`config.mk`:
```
export PLATFORM = sky130hd
export DESIGN_NAME = pipe_run_ctrl
export DESIGN_NICKNAME = d
export VERILOG_FILES = /design/src/rtl/pipe_run_ctrl.sv
export SDC_FILE = /design/constraint.sdc
export NUM_CORES = 1
export LEC_CHECK = 0
export ABC_AREA = 1
export CAP_MARGIN = 20
export CORE_ASPECT_RATIO = 0.6
export CORE_MARGIN = 3
export CORE_UTILIZATION = 49
export DETAILED_ROUTE_END_ITERATION = 16
export GPL_ROUTABILITY_DRIVEN = 0
export GPL_TIMING_DRIVEN = 0
export PLACE_DENSITY_LB_ADDON = 0.2
export SLEW_MARGIN = 20
export SYNTH_ARGS = -nofsm -noshare
export SYNTH_HDL_FRONTEND = slang
export SYNTH_SLANG_ARGS = --single-unit
```
`constraint.sdc`:
```
create_clock -name clk -period 2.85 [get_ports clk]
set_clock_uncertainty 0.1 [all_clocks]
set_input_delay 0.7125 -clock clk [delete_from_list [all_inputs] [get_ports clk]]
set_output_delay 0.7125 -clock clk [all_outputs]
set_load 0.05 [all_outputs]
```
`src/rtl/pipe_run_ctrl.sv`:
```
// -----------------------------------------------------------------------------
// pipe_run_ctrl
//
// Run-control block for the pipelined CPU. It derives the stage clock-enable
// pulse from a programmable divider and adds single-step and burst gating. It
// owns the RUN / SLEEP / HALT state, latches and masks the interrupt lines,
// reports the highest-priority enabled pending interrupt, and counts enabled
// cycles while the core is not halted.
//
// Ports:
//   clk            system clock
//   rst            synchronous active-high reset (overrides everything)
//   clock_divider  divider terminal count; clk_en period = clock_divider+1
//   mode           0 free-run, 1 single-step, 2 burst, 3 reserved (free-run)
//   step_req       pulse; grants 1 tick (step) or burst_len ticks (burst)
//   burst_len      ticks granted per step_req in burst mode
//   wb_halt        halt instruction retired in writeback
//   wb_sleep       sleep instruction retired in writeback
//   interrupts     raw level interrupt lines, sampled every clk
//   irq_mask       per-line enable, 1 = enabled
//   irq_ack        pulse; clears pending bit irq_ack_id
//   irq_ack_id     index of the pending bit to clear
//   clk_en         registered stage clock-enable pulse
//   halt           core halted (sticky until rst)
//   sleep          core sleeping
//   halt_or_sleep  halt | sleep
//   irq_pending    latched pending bits
//   irq_valid      any pending bit that is also enabled
//   irq_id         lowest enabled pending index, 0 when none
//   cycle_count    number of enabled cycles spent outside HALT
// -----------------------------------------------------------------------------
module pipe_run_ctrl #(
   parameter int NUM_IRQ  = 16,
   parameter int IRQ_ID_W = 4,
   parameter int DIV_W    = 32,
   parameter int BURST_W  = 8,
   parameter int CNT_W    = 32
) (
   input  logic                clk,
   input  logic                rst,
   input  logic [DIV_W-1:0]    clock_divider,
   input  logic [1:0]          mode,
   input  logic                step_req,
   input  logic [BURST_W-1:0]  burst_len,
   input  logic                wb_halt,
   input  logic                wb_sleep,
   input  logic [NUM_IRQ-1:0]  interrupts,
   input  logic [NUM_IRQ-1:0]  irq_mask,
   input  logic                irq_ack,
   input  logic [IRQ_ID_W-1:0] irq_ack_id,
   output logic                clk_en,
   output logic                halt,
   output logic                sleep,
   output logic                halt_or_sleep,
   output logic [NUM_IRQ-1:0]  irq_pending,
   output logic                irq_valid,
   output logic [IRQ_ID_W-1:0] irq_id,
   output logic [CNT_W-1:0]    cycle_count
);

   // Run modes
   localparam logic [1:0] MODE_FREE  = 2'd0;
   localparam logic [1:0] MODE_STEP  = 2'd1;
   localparam logic [1:0] MODE_BURST = 2'd2;
   localparam logic [1:0] MODE_RSVD  = 2'd3;

   // Increment / decrement constants sized to their counters
   localparam logic [DIV_W-1:0]   DIV_ONE    = {{(DIV_W-1){1'b0}}, 1'b1};
   localparam logic [DIV_W-1:0]   DIV_ZERO   = {DIV_W{1'b0}};
   localparam logic [BURST_W-1:0] CREDIT_ONE = {{(BURST_W-1){1'b0}}, 1'b1};
   localparam logic [BURST_W-1:0] CREDIT_NIL = {BURST_W{1'b0}};
   localparam logic [CNT_W-1:0]   CNT_ONE    = {{(CNT_W-1){1'b0}}, 1'b1};
   localparam logic [CNT_W-1:0]   CNT_ZERO   = {CNT_W{1'b0}};

   typedef enum logic [1:0] {
      ST_RUN   = 2'd0,
      ST_SLEEP = 2'd1,
      ST_HALT  = 2'd2
   } run_state_t;

   run_state_t         state;
   logic [DIV_W-1:0]   div_cnt;
   logic [BURST_W-1:0] credit;
   logic               tick;
   logic               credit_mode;
   logic               gate;
   logic [NUM_IRQ-1:0] ack_vec;
   logic [NUM_IRQ-1:0] irq_enabled;

   // Divider terminal-count detect; >= lets a lowered divider take effect at once
   always_comb begin
      tick = 1'b0;
      if (div_cnt >= clock_divider) begin
         tick = 1'b1;
      end else begin
         tick = 1'b0;
      end
   end

   // Divider counter: restarts from zero on every tick
   always_ff @(posedge clk) begin
      if (rst) begin
         div_cnt <= DIV_ZERO;
      end else if (tick) begin
         div_cnt <= DIV_ZERO;
      end else begin
         div_cnt <= div_cnt + DIV_ONE;
      end
   end

   // Tick gate: free-run passes every tick, step/burst only while credit remains
   always_comb begin
      credit_mode = 1'b0;
      gate        = 1'b1;
      case (mode)
         MODE_FREE: begin
            credit_mode = 1'b0;
            gate        = 1'b1;
         end
         MODE_STEP, MODE_BURST: begin
            credit_mode = 1'b1;
            gate        = (credit != CREDIT_NIL);
         end
         MODE_RSVD: begin
            credit_mode = 1'b0;
            gate        = 1'b1;
         end
         default: begin
            credit_mode = 1'b0;
            gate        = 1'b1;
         end
      endcase
   end

   // Tick credit: a step request reloads (never adds) and beats a same-cycle consume
   always_ff @(posedge clk) begin
      if (rst) begin
         credit <= CREDIT_NIL;
      end else if (mode == MODE_FREE) begin
         credit <= CREDIT_NIL;
      end else if (step_req && (mode == MODE_STEP)) begin
         credit <= CREDIT_ONE;
      end else if (step_req && (mode == MODE_BURST)) begin
         credit <= burst_len;
      end else if (tick && credit_mode && (credit != CREDIT_NIL)) begin
         credit <= credit - CREDIT_ONE;
      end else begin
         credit <= credit;
      end
   end

   // Registered stage enable; forced high out of reset to match power-on behaviour
   always_ff @(posedge clk) begin
      if (rst) begin
         clk_en <= 1'b1;
      end else begin
         clk_en <= tick & gate;
      end
   end

   // Run state machine with registered status outputs, advanced only on enabled cycles
   always_ff @(posedge clk) begin
      if (rst) begin
         state         <= ST_RUN;
         halt          <= 1'b0;
         sleep         <= 1'b0;
         halt_or_sleep <= 1'b0;
      end else if (clk_en) begin
         case (state)
            ST_RUN: begin
               if (wb_halt) begin
                  state         <= ST_HALT;
                  halt          <= 1'b1;
                  sleep         <= 1'b0;
                  halt_or_sleep <= 1'b1;
               end else if (wb_sleep) begin
                  state         <= ST_SLEEP;
                  halt          <= 1'b0;
                  sleep         <= 1'b1;
                  halt_or_sleep <= 1'b1;
               end else begin
                  state         <= ST_RUN;
                  halt          <= 1'b0;
                  sleep         <= 1'b0;
                  halt_or_sleep <= 1'b0;
               end
            end
            ST_SLEEP: begin
               if (wb_halt) begin
                  state         <= ST_HALT;
                  halt          <= 1'b1;
                  sleep         <= 1'b0;
                  halt_or_sleep <= 1'b1;
               end else if (irq_valid) begin
                  state         <= ST_RUN;
                  halt          <= 1'b0;
                  sleep         <= 1'b0;
                  halt_or_sleep <= 1'b0;
               end else begin
                  state         <= ST_SLEEP;
                  halt          <= 1'b0;
                  sleep         <= 1'b1;
                  halt_or_sleep <= 1'b1;
               end
            end
            ST_HALT: begin
               state         <= ST_HALT;
               halt          <= 1'b1;
               sleep         <= 1'b0;
               halt_or_sleep <= 1'b1;
            end
            default: begin
               // An illegal encoding parks the core in the safe halted state
               state         <= ST_HALT;
               halt          <= 1'b1;
               sleep         <= 1'b0;
               halt_or_sleep <= 1'b1;
            end
         endcase
      end else begin
         state         <= state;
         halt          <= halt;
         sleep         <= sleep;
         halt_or_sleep <= halt_or_sleep;
      end
   end

   // Enabled-cycle counter; wraps naturally and freezes once halted
   always_ff @(posedge clk) begin
      if (rst) begin
         cycle_count <= CNT_ZERO;
      end else if (clk_en && (state != ST_HALT)) begin
         cycle_count <= cycle_count + CNT_ONE;
      end else begin
         cycle_count <= cycle_count;
      end
   end

   // One-hot acknowledge vector; an index with no matching line selects nothing
   always_comb begin
      ack_vec = {NUM_IRQ{1'b0}};
      for (int i = 0; i < NUM_IRQ; i++) begin
         if (irq_ack && (int'(irq_ack_id) == i)) begin
            ack_vec[i] = 1'b1;
         end else begin
            ack_vec[i] = 1'b0;
         end
      end
   end

   // Pending latch runs every clk; a new level on the line beats a same-cycle ack
   always_ff @(posedge clk) begin
      if (rst) begin
         irq_pending <= {NUM_IRQ{1'b0}};
      end else begin
         irq_pending <= (irq_pending & ~ack_vec) | interrupts;
      end
   end

   // Fixed-priority encoder over enabled pending bits, index 0 highest
   always_comb begin
      irq_enabled = irq_pending & irq_mask;
      irq_valid   = |irq_enabled;
      irq_id      = {IRQ_ID_W{1'b0}};
      // Scan downward so the lowest set index is the last one written
      for (int i = NUM_IRQ - 1; i >= 0; i--) begin
         if (irq_enabled[i]) begin
            irq_id = i[IRQ_ID_W-1:0];
         end else begin
            irq_id = irq_id;
         end
      end
   end

endmodule

```
## Word level (Yosys, flattened, before mapping)

Index checks and enable logic that the tools add are counted.

- Register bits: 94
- Input bits: 84
- Output and inout bits: 57

- Add/sub/neg operators: 3
- Order comparisons: 1
- Eq/ne operators: 20
- Multiplexer cells: 53
- Bitwise gates (word level): 5
- Reductions and logical operators: 34

Operator list:

| cell | count |
|---|---|
| $add A32 B1 Y32 const B | 2 |
| $mux W4 | 16 |
| $and A16 B16 Y16 | 2 |
| $eq A4 B4 Y1 const B | 8 |
| $ge A32 B32 Y1 | 1 |
| $mux W1 | 28 |
| $logic_and A1 B1 Y1 | 21 |
| $eq A4 B3 Y1 const B | 4 |
| $mux W8 | 2 |
| $not A16 Y16 | 1 |
| $or A16 B16 Y16 | 1 |
| $reduce_or A16 Y1 | 1 |
| $reduce_or A2 Y1 | 5 |
| $eq A4 B2 Y1 const B | 2 |
| $pmux W1 S2 | 4 |
| $reduce_bool A8 Y1 | 1 |
| $sub A8 B1 Y8 const B | 1 |
| $eq A2 B1 Y1 const B | 2 |
| $eq A2 B2 Y1 const B | 2 |
| $eq A4 B1 Y1 const B | 1 |
| $logic_not A2 Y1 | 2 |
| $logic_not A4 Y1 | 1 |
| $mux W2 | 2 |
| $pmux W2 S2 | 1 |
| 5 further kinds | 5 |

## Logic depth before layout (Yosys ltp)

Gate-level depths: netlist of the first run.

- Word-level depth: 17
- Mapped depth: 16

## Worst setup path after synthesis of the first run

Ideal clock, no wire load.

- Path type: input -> output
- Start point: input port irq_mask[11]
- End point: output port irq_id[2]
- Data arrival time: 2.204 ns
- Data required time: 2.037 ns
- Slack: -0.167 ns
- Cell stages on the path: 5
- Path buffers: 0
- Path through: nand2_1 > nand2_1 > nor2_1 > o21ai_0 > a21boi_0

- Cells in the longest elaborated chain, start to end: 13

Ends and longest elaborated chain:

| item | line | text |
|---|---|---|
| start, declared | 48 | `input logic [NUM_IRQ-1:0] irq_mask,` |
| $and A16 B16 Y16 | 262 | `irq_enabled = irq_pending & irq_mask;` |
| $mux W4 (12 in a row) | 267 | `if (irq_enabled[i]) begin` |
| end, declared | 57 | `output logic [IRQ_ID_W-1:0] irq_id,` |

No other way between the ends.

## Worst setup path in the final report of the first run

- Start point: input port irq_mask[1]
- End point: output port irq_valid

- Cells in the longest elaborated chain, start to end: 2

Ends and longest elaborated chain:

| item | line | text |
|---|---|---|
| $and A16 B16 Y16 | 262 |  |
| $reduce_or A16 Y1 | 263 | `irq_valid = \|irq_enabled;` |
| end, declared | 56 | `output logic irq_valid,` |

No other way between the ends.

==> flow_summary_export.csv, run 1 <==
group,metric,value,unit
cells_and_area,layout-drive-gt1-share,0.07150,
power,power,3.096,mW
timing,hold_viol_final,0,
yosys,syn_nets,942,
clock_tree,clk_latency,0.34,ns
setup_path,path_max_fanout,2,
yosys,synth_flop_cell,"dfxtp_1",
cells_and_area,final_nets,1097,
timing,setup_viol,0,
yosys,syn_avg_cell_area,6.763,um2
route,wl,15.14,mm
die,start_util,0.5140,
yosys,yosys.area_share.xor_xnor,0.03795,
yosys,synth_warnings,0,
cells_and_area,final_util,0.6945,
grt,busiest_layer,"met1",
grt,grt_max_degree,16,
setup_path,worstPathRequired,2.04,ns
route,drtAntennaViolNets,0,
timing,timing.final.ws_setup,0.09667,ns
setup_path,cpMaxStageDelayCell,"clkdlybuf4s50_1",
power,switchingPower,0.8746,mW
timing,hold-worst-slack,0.3714,ns
route,vias_per_cell,5.169,
setup_path,cp-end-kind,"output pin",
yosys,synth-seq-cells,93,
clock_tree,clockBufferDepth,2,
clock_tree,cts_buffers,9,
yosys,synth-edff-count,0,
timing,period_share,0.9661,
yosys,netlist_instances,819,
clock_tree,htree_num_levels,3,
die,die_area,0.01266,mm2
yosys,synth_compound_area_frac,0.1202,
timing,worst_pin_slew,0.5741,ns
grt,met2_usage,0.3407,
die,die_height,88.36,um
route,routed-via-count,5779,
yosys,synthAdderAreaFrac,0.08810,
cells_and_area,diodes,0,
die,num_io_pins,141,
placement,hpwl,11.80,mm
grt,first_global_vias,5141,
flow_run,maxCapViolCount,0,
yosys,synth-seq-area-share,0.3361,
power,power.density_cell_area,413.7,mW/mm2
yosys,synthSimpleGateAreaFrac,0.3160,
route,drt_iter0_drc,501,
setup_path,path_common_cell,"nand2_1",
cells_and_area,instances_no_fill,1118,
power,intPower,2.222,mW
die,rows,29,
setup_path,max_stage_delay,0.40,ns
power,p_seq_frac,0.442,
timing,drv_slew,0,
setup_path,crit_arrival,1.94,ns
grt,grtUsageMet3,0.04860,
power,p_comb_frac,0.186,
grt,use_met1,0.3694,
placement,pre_cts_slack,-0.7878,ns
clock_tree,cts_sinks,93,
die,die_width,143.3,um
grt,grt_pass1_wl,24.43,mm
yosys,synthTopCellsByCount,"nand2_1, inv_1, nor2_1",
power,ir_drop,291.2,uV
yosys,syn_area,0.005539,mm2
yosys,synth_area_leaders,"dfxtp_1, nand2_1, inv_1",
die,coreArea,0.01078,mm2
power,p_clk_frac,0.372,
grt,gr-usage-all-layers,0.2382,
grt,grt-ovfl-total,0,
timing,fin_tns_setup,0,ns
run_status,run_status,"finished, final reports clean",
grt,antenna_found_initial,0,
timing,rsz0062_at_grt,"true",
yosys,ys_async_sr_fraction,0,
timing,fmax,363.2,MHz
placement,placed_cells,1097,
cells_and_area,areaGrowthSynthToFinish,35.13,%
yosys,ys_types,41,
yosys,synth_top_area_share,0.3361,
placement,io_buffer_count,139,
cells_and_area,final_area,0.007485,mm2
yosys,synth_top_cell_by_area,"dfxtp_1",
route,route.detailed.drc,0,
worst_hold_path,hp-class,"reg2reg",
placement,postPlaceCellArea,0.007108,mm2
clock_tree,cts_root_buf,"clkbuf_16",
yosys,synthMuxAreaShare,0.002033,
setup_path,start_kind,"input port",
setup_path,crit_chain,"clkdlybuf4s50_1 -> nand2_1 -> nand2_1 -> nor2_1 -> nand2_1 -> nor2_2 -> inv_1 -> buf_2",
clock_tree,cts_tree,"yes",
power,swShare,0.2825,
power,leakage,3.286,nW
yosys,synth.most_common_cell,"nand2_1",
timing,fin_crit,2.753,ns
setup_path,crit_type,"in2out",
yosys,synth_top_family_by_area,"simple AND/OR/NAND/NOR gates",
clock_tree,clk_pin_slew,0.06,ns
route,drt-wirelength-per-cell,13.54,um
route,drtPass1Iterations,5,
timing,slew_headroom,0.6173,
## power groups by stage
stage	combinational (mW)	sequential [mW]	clock (mW)
6_report	0.575	1.37	1.15
4_1_cts	0.565	1.37	1.17
3_5_place_dp	0.565	1.40	0
5_1_grt	0.630	1.37	1.22
2_1_floorplan	0.242	1.47	0
3_3_place_gp	0.557	1.39	0
## area by class of cell
type / instances / area (um2)
clock inverters: 4 / 32.53
multi-input cells: 581 / 3188
well taps: 139 / 173.9
inverters: 133 / 499.2
plain buffers: 12 / 65.06
fillers: 892 / 3292
flip-flops and latches: 93 / 1862
clock buffers: 12 / 256.5
repair buffers: 144 / 1408
## worst max-delay path, delay by kind of cell
family	cells	cell delay [ns]
simple gates	5	0.54
buf+inv	3	0.68
## logic make-up (layout without fill, tap and decap cells)
group           Yosys count  after routing
compound gates          124            124
xor+xnor                 24             24
fa+ha+maj                39             39
buf+inv                 145            305
flops                    93             93
mux                       1              1
simple gates            393            393
## registers in the layout, indices dropped and copies added (netlist names)
signal         cells
div_cnt           32
halt               1
irq_pending       16
credit             8
state              2
halt_or_sleep      1
cycle_count       32
clk_en             1
## cell usage in the layout, fill, tap and decap left out, types with 9 or more instances in the layout
master,Yosys,routed
nand2_1,171,165
nand3_1,41,41
a21oi_1,69,67
clkdlybuf4s50_1,0,128
nand2_2,4,9
inv_1,131,131
o21ai_0,37,37
xor2_1,16,16
clkbuf_16,0,9
ha_1,39,39
nor3_1,22,22
nand4_1,11,11
nor2_1,108,106
dfxtp_1,93,93
buf_4,1,9
## per-layer routing
layer / share of wire / wire [um]
met3: 0.084 / 1272
met1: 0.50 / 7625
met2: 0.40 / 6094
met4: 0.0095 / 144
met5: 0 / 0
## final timing paths
check	cells past startpoint	slack [ns]	endpoint	start
min	1	0.37	div_cnt[0]	div_cnt[0]
max reg2reg	12	0.50	div_cnt[28]	div_cnt[0]
min reg2reg	1	0.37	div_cnt[0]	div_cnt[0]
max	8	0.1	irq_valid	irq_mask[1]
## what timing repair did
| action | 4_1_cts | 5_1_grt |
|---|---|---|
| pin swaps | 5 | 13 |
| setup buffers | 0 | 5 |
| hold buffers | 0 | 0 |
| gates resized for setup | 42 | 23 |
| setup endpoints to repair | 42 | 39 |
No activity file was read; power rests on OpenSTA's default activity.
==> run 2: changes to the inputs <==
- SETUP_SLACK_MARGIN: unset -> 0.5
==> flow_summary_export.csv, run 2 (synthesis results as in run 1) <==
group,metric,value,unit
clock_tree,cts_root_buf,"clkbuf_16",
cells_and_area,final_nets,1117,
grt,antenna_found_initial,0,
power,p_comb_frac,0.209,
route,drt-wirelength-per-cell,15.55,um
route,routed-via-count,5983,
worst_hold_path,hp-class,"reg2reg",
placement,io_buffer_count,139,
grt,grt_max_degree,15,
timing,fin_crit,2.830,ns
power,switchingPower,0.9489,mW
cells_and_area,diodes,0,
timing,slew_headroom,0.6142,
route,wl,17.70,mm
clock_tree,cts_tree,"yes",
setup_path,crit_type,"in2out",
cells_and_area,register_area,0.001869,mm2
cells_and_area,areaGrowthSynthToFinish,51.10,%
setup_path,start_kind,"input port",
power,power,3.400,mW
cells_and_area,final_common_cell,"nand2_1",
power,p_clk_frac,0.387,
setup_path,worstPathRequired,2.04,ns
run_status,run_status,"finished, final reports clean",
timing,drv_slew,0,
cells_and_area,layout-drive-gt1-share,0.2583,
power,swShare,0.2791,
clock_tree,cts_buffers,9,
grt,grt-ovfl-total,0,
route,route.detailed.drc,0,
clock_tree,htree_num_levels,3,
die,num_io_pins,141,
grt,gr-usage-all-layers,0.2597,
placement,hpwl,11.66,mm
power,leakage,3.888,nW
route,vias_per_cell,5.257,
cells_and_area,nFillCells,759,
clock_tree,cts_sinks,93,
die,die_area,0.01266,mm2
power,p_seq_frac,0.404,
timing,fin_tns_setup,0,ns
power,ir_drop,316.4,uV
timing,fmax,353.4,MHz
timing,period_share,0.9930,
timing,worst_pin_slew,0.5742,ns
setup_path,crit_arrival,2.02,ns
die,die_width,143.3,um
die,die_height,88.36,um
timing,setup_viol,0,
grt,grt_pass1_wl,26.30,mm
setup_path,path_common_cell,"nand2_1",
setup_path,cpMaxStageDelayCell,"a21oi_4",
die,start_util,0.5140,
die,rows,29,
clock_tree,clk_latency,0.34,ns
power,power.density_cell_area,406.3,mW/mm2
clock_tree,clockBufferDepth,2,
cells_and_area,layout_common_cells,"nand2_1, inv_1, nor2_1",
setup_path,reg2reg_setup_slack,0.54,ns
clock_tree,clk_pin_slew,0.06,ns
flow_run,maxCapViolCount,0,
grt,first_global_vias,5425,
setup_path,path_max_fanout,2,
power,intPower,2.451,mW
setup_path,max_stage_delay,0.16,ns
clock_tree,cts_hold_buf,0,
route,drtAntennaViolNets,0,
setup_path,crit_chain,"buf_6 -> nand2_2 -> nand2_2 -> nand2_1 -> nand2_1 -> nand2_1 -> nand2_1 -> nand2_1 -> nand2_1 -> nand2_1 -> nand2_1 -> nand2_1 -> nand2_1 -> nand2_1 -> nand2_2 -> a21oi_4 -> buf_8",
route,drtPass1Iterations,7,
route,drt_iter0_drc,407,
cells_and_area,multi_input_area,0.003899,mm2
setup_path,cp-end-kind,"output pin",
timing,hold_viol_final,0,
cells_and_area,reg_top3,"cycle_count x32, div_cnt x32, irq_pending x16",
die,coreArea,0.01078,mm2
timing,rsz0062_at_grt,"true",
[run 2: cell count changes in the layout (fill, tap and decap cells not counted), sizes merged]
cell           delta
clkbuf           +13
dlygate4sd2      +38
dlymetal6s2s     +16
clkinv            -2
bufinv            +2
buf              +35
clkdlybuf4s15    +11
clkdlybuf4s50    -92
clkinvlp          -1
[run 2: critical path, delay by kind of cell]
family          cells  cell delay [ns]
simple gates       14             0.88
buf+inv             2             0.25
compound gates      1             0.16
[run 2: path summary, 6_finish.rpt]
kind,endpoint,start,depth (start not counted)
min,cycle_count[0],cycle_count[0],1
max reg2reg,div_cnt[8],div_cnt[17],13
min reg2reg,cycle_count[0],cycle_count[0],1
max,irq_id[0],irq_mask[14],17
[run 2: area by class of cell]
cell class	count	share of cell area
Multi-Input combinational cell	581	0.4658
Sequential cell	93	0.2234
Timing Repair Buffer	164	0.1813
Inverter	133	0.05995
Clock buffer	13	0.03110
Tap cell	139	0.02078
Buffer	12	0.009568
Clock inverter	3	0.008073
[run 2: timing repair]
action / 4_1_cts / 5_1_grt
buffers inserted: 16 / 6
cloned: 3 / 0
gates resized for setup: 281 / 130
endpoints found under the setup margin: 79 / 71
pin swaps: 93 / 67
[run 2: power groups by stage]
stage	clock (mW)	sequential, mW	combinational [mW]
global route	1.38	1.38	0.766
finish	1.32	1.37	0.710
floorplan	0	1.47	0.253
CTS	1.33	1.37	0.645
global placement	0	1.40	0.568
detailed placement	0	1.40	0.575
[run 2: through the flow]
stage                     hold WS, ns  setup WS [ns]  std cells  utilization  instance area, um2
after global placement         0.3494        -0.9511       1097       0.6652                7168
after CTS                      0.3698         0.1614       1132       0.7457                8036
final                          0.3619        0.02005       1138       0.7766                8369
after detailed placement       0.3553        -0.9644       1097       0.6652                7168
after global routing           0.3985       -0.05409       1138       0.7766                8369
after floorplan                0.3297         0.3104        819            -                5603
[run 2: routing by layer]
layer,vias to the layer above,GRT usage,share of wire
met4,0,0.06496,0.016
li1,2991,-,-
met3,29,0.04968,0.064
met5,-,0,0
met1,2751,0.3731,0.47
met2,212,0.4063,0.45
==> run 3: changes to the inputs <==
- CTS_CLUSTER_SIZE: unset -> 8
==> results of run 3 <==
Final layout, timing and power as in run 2 (identical DEF).
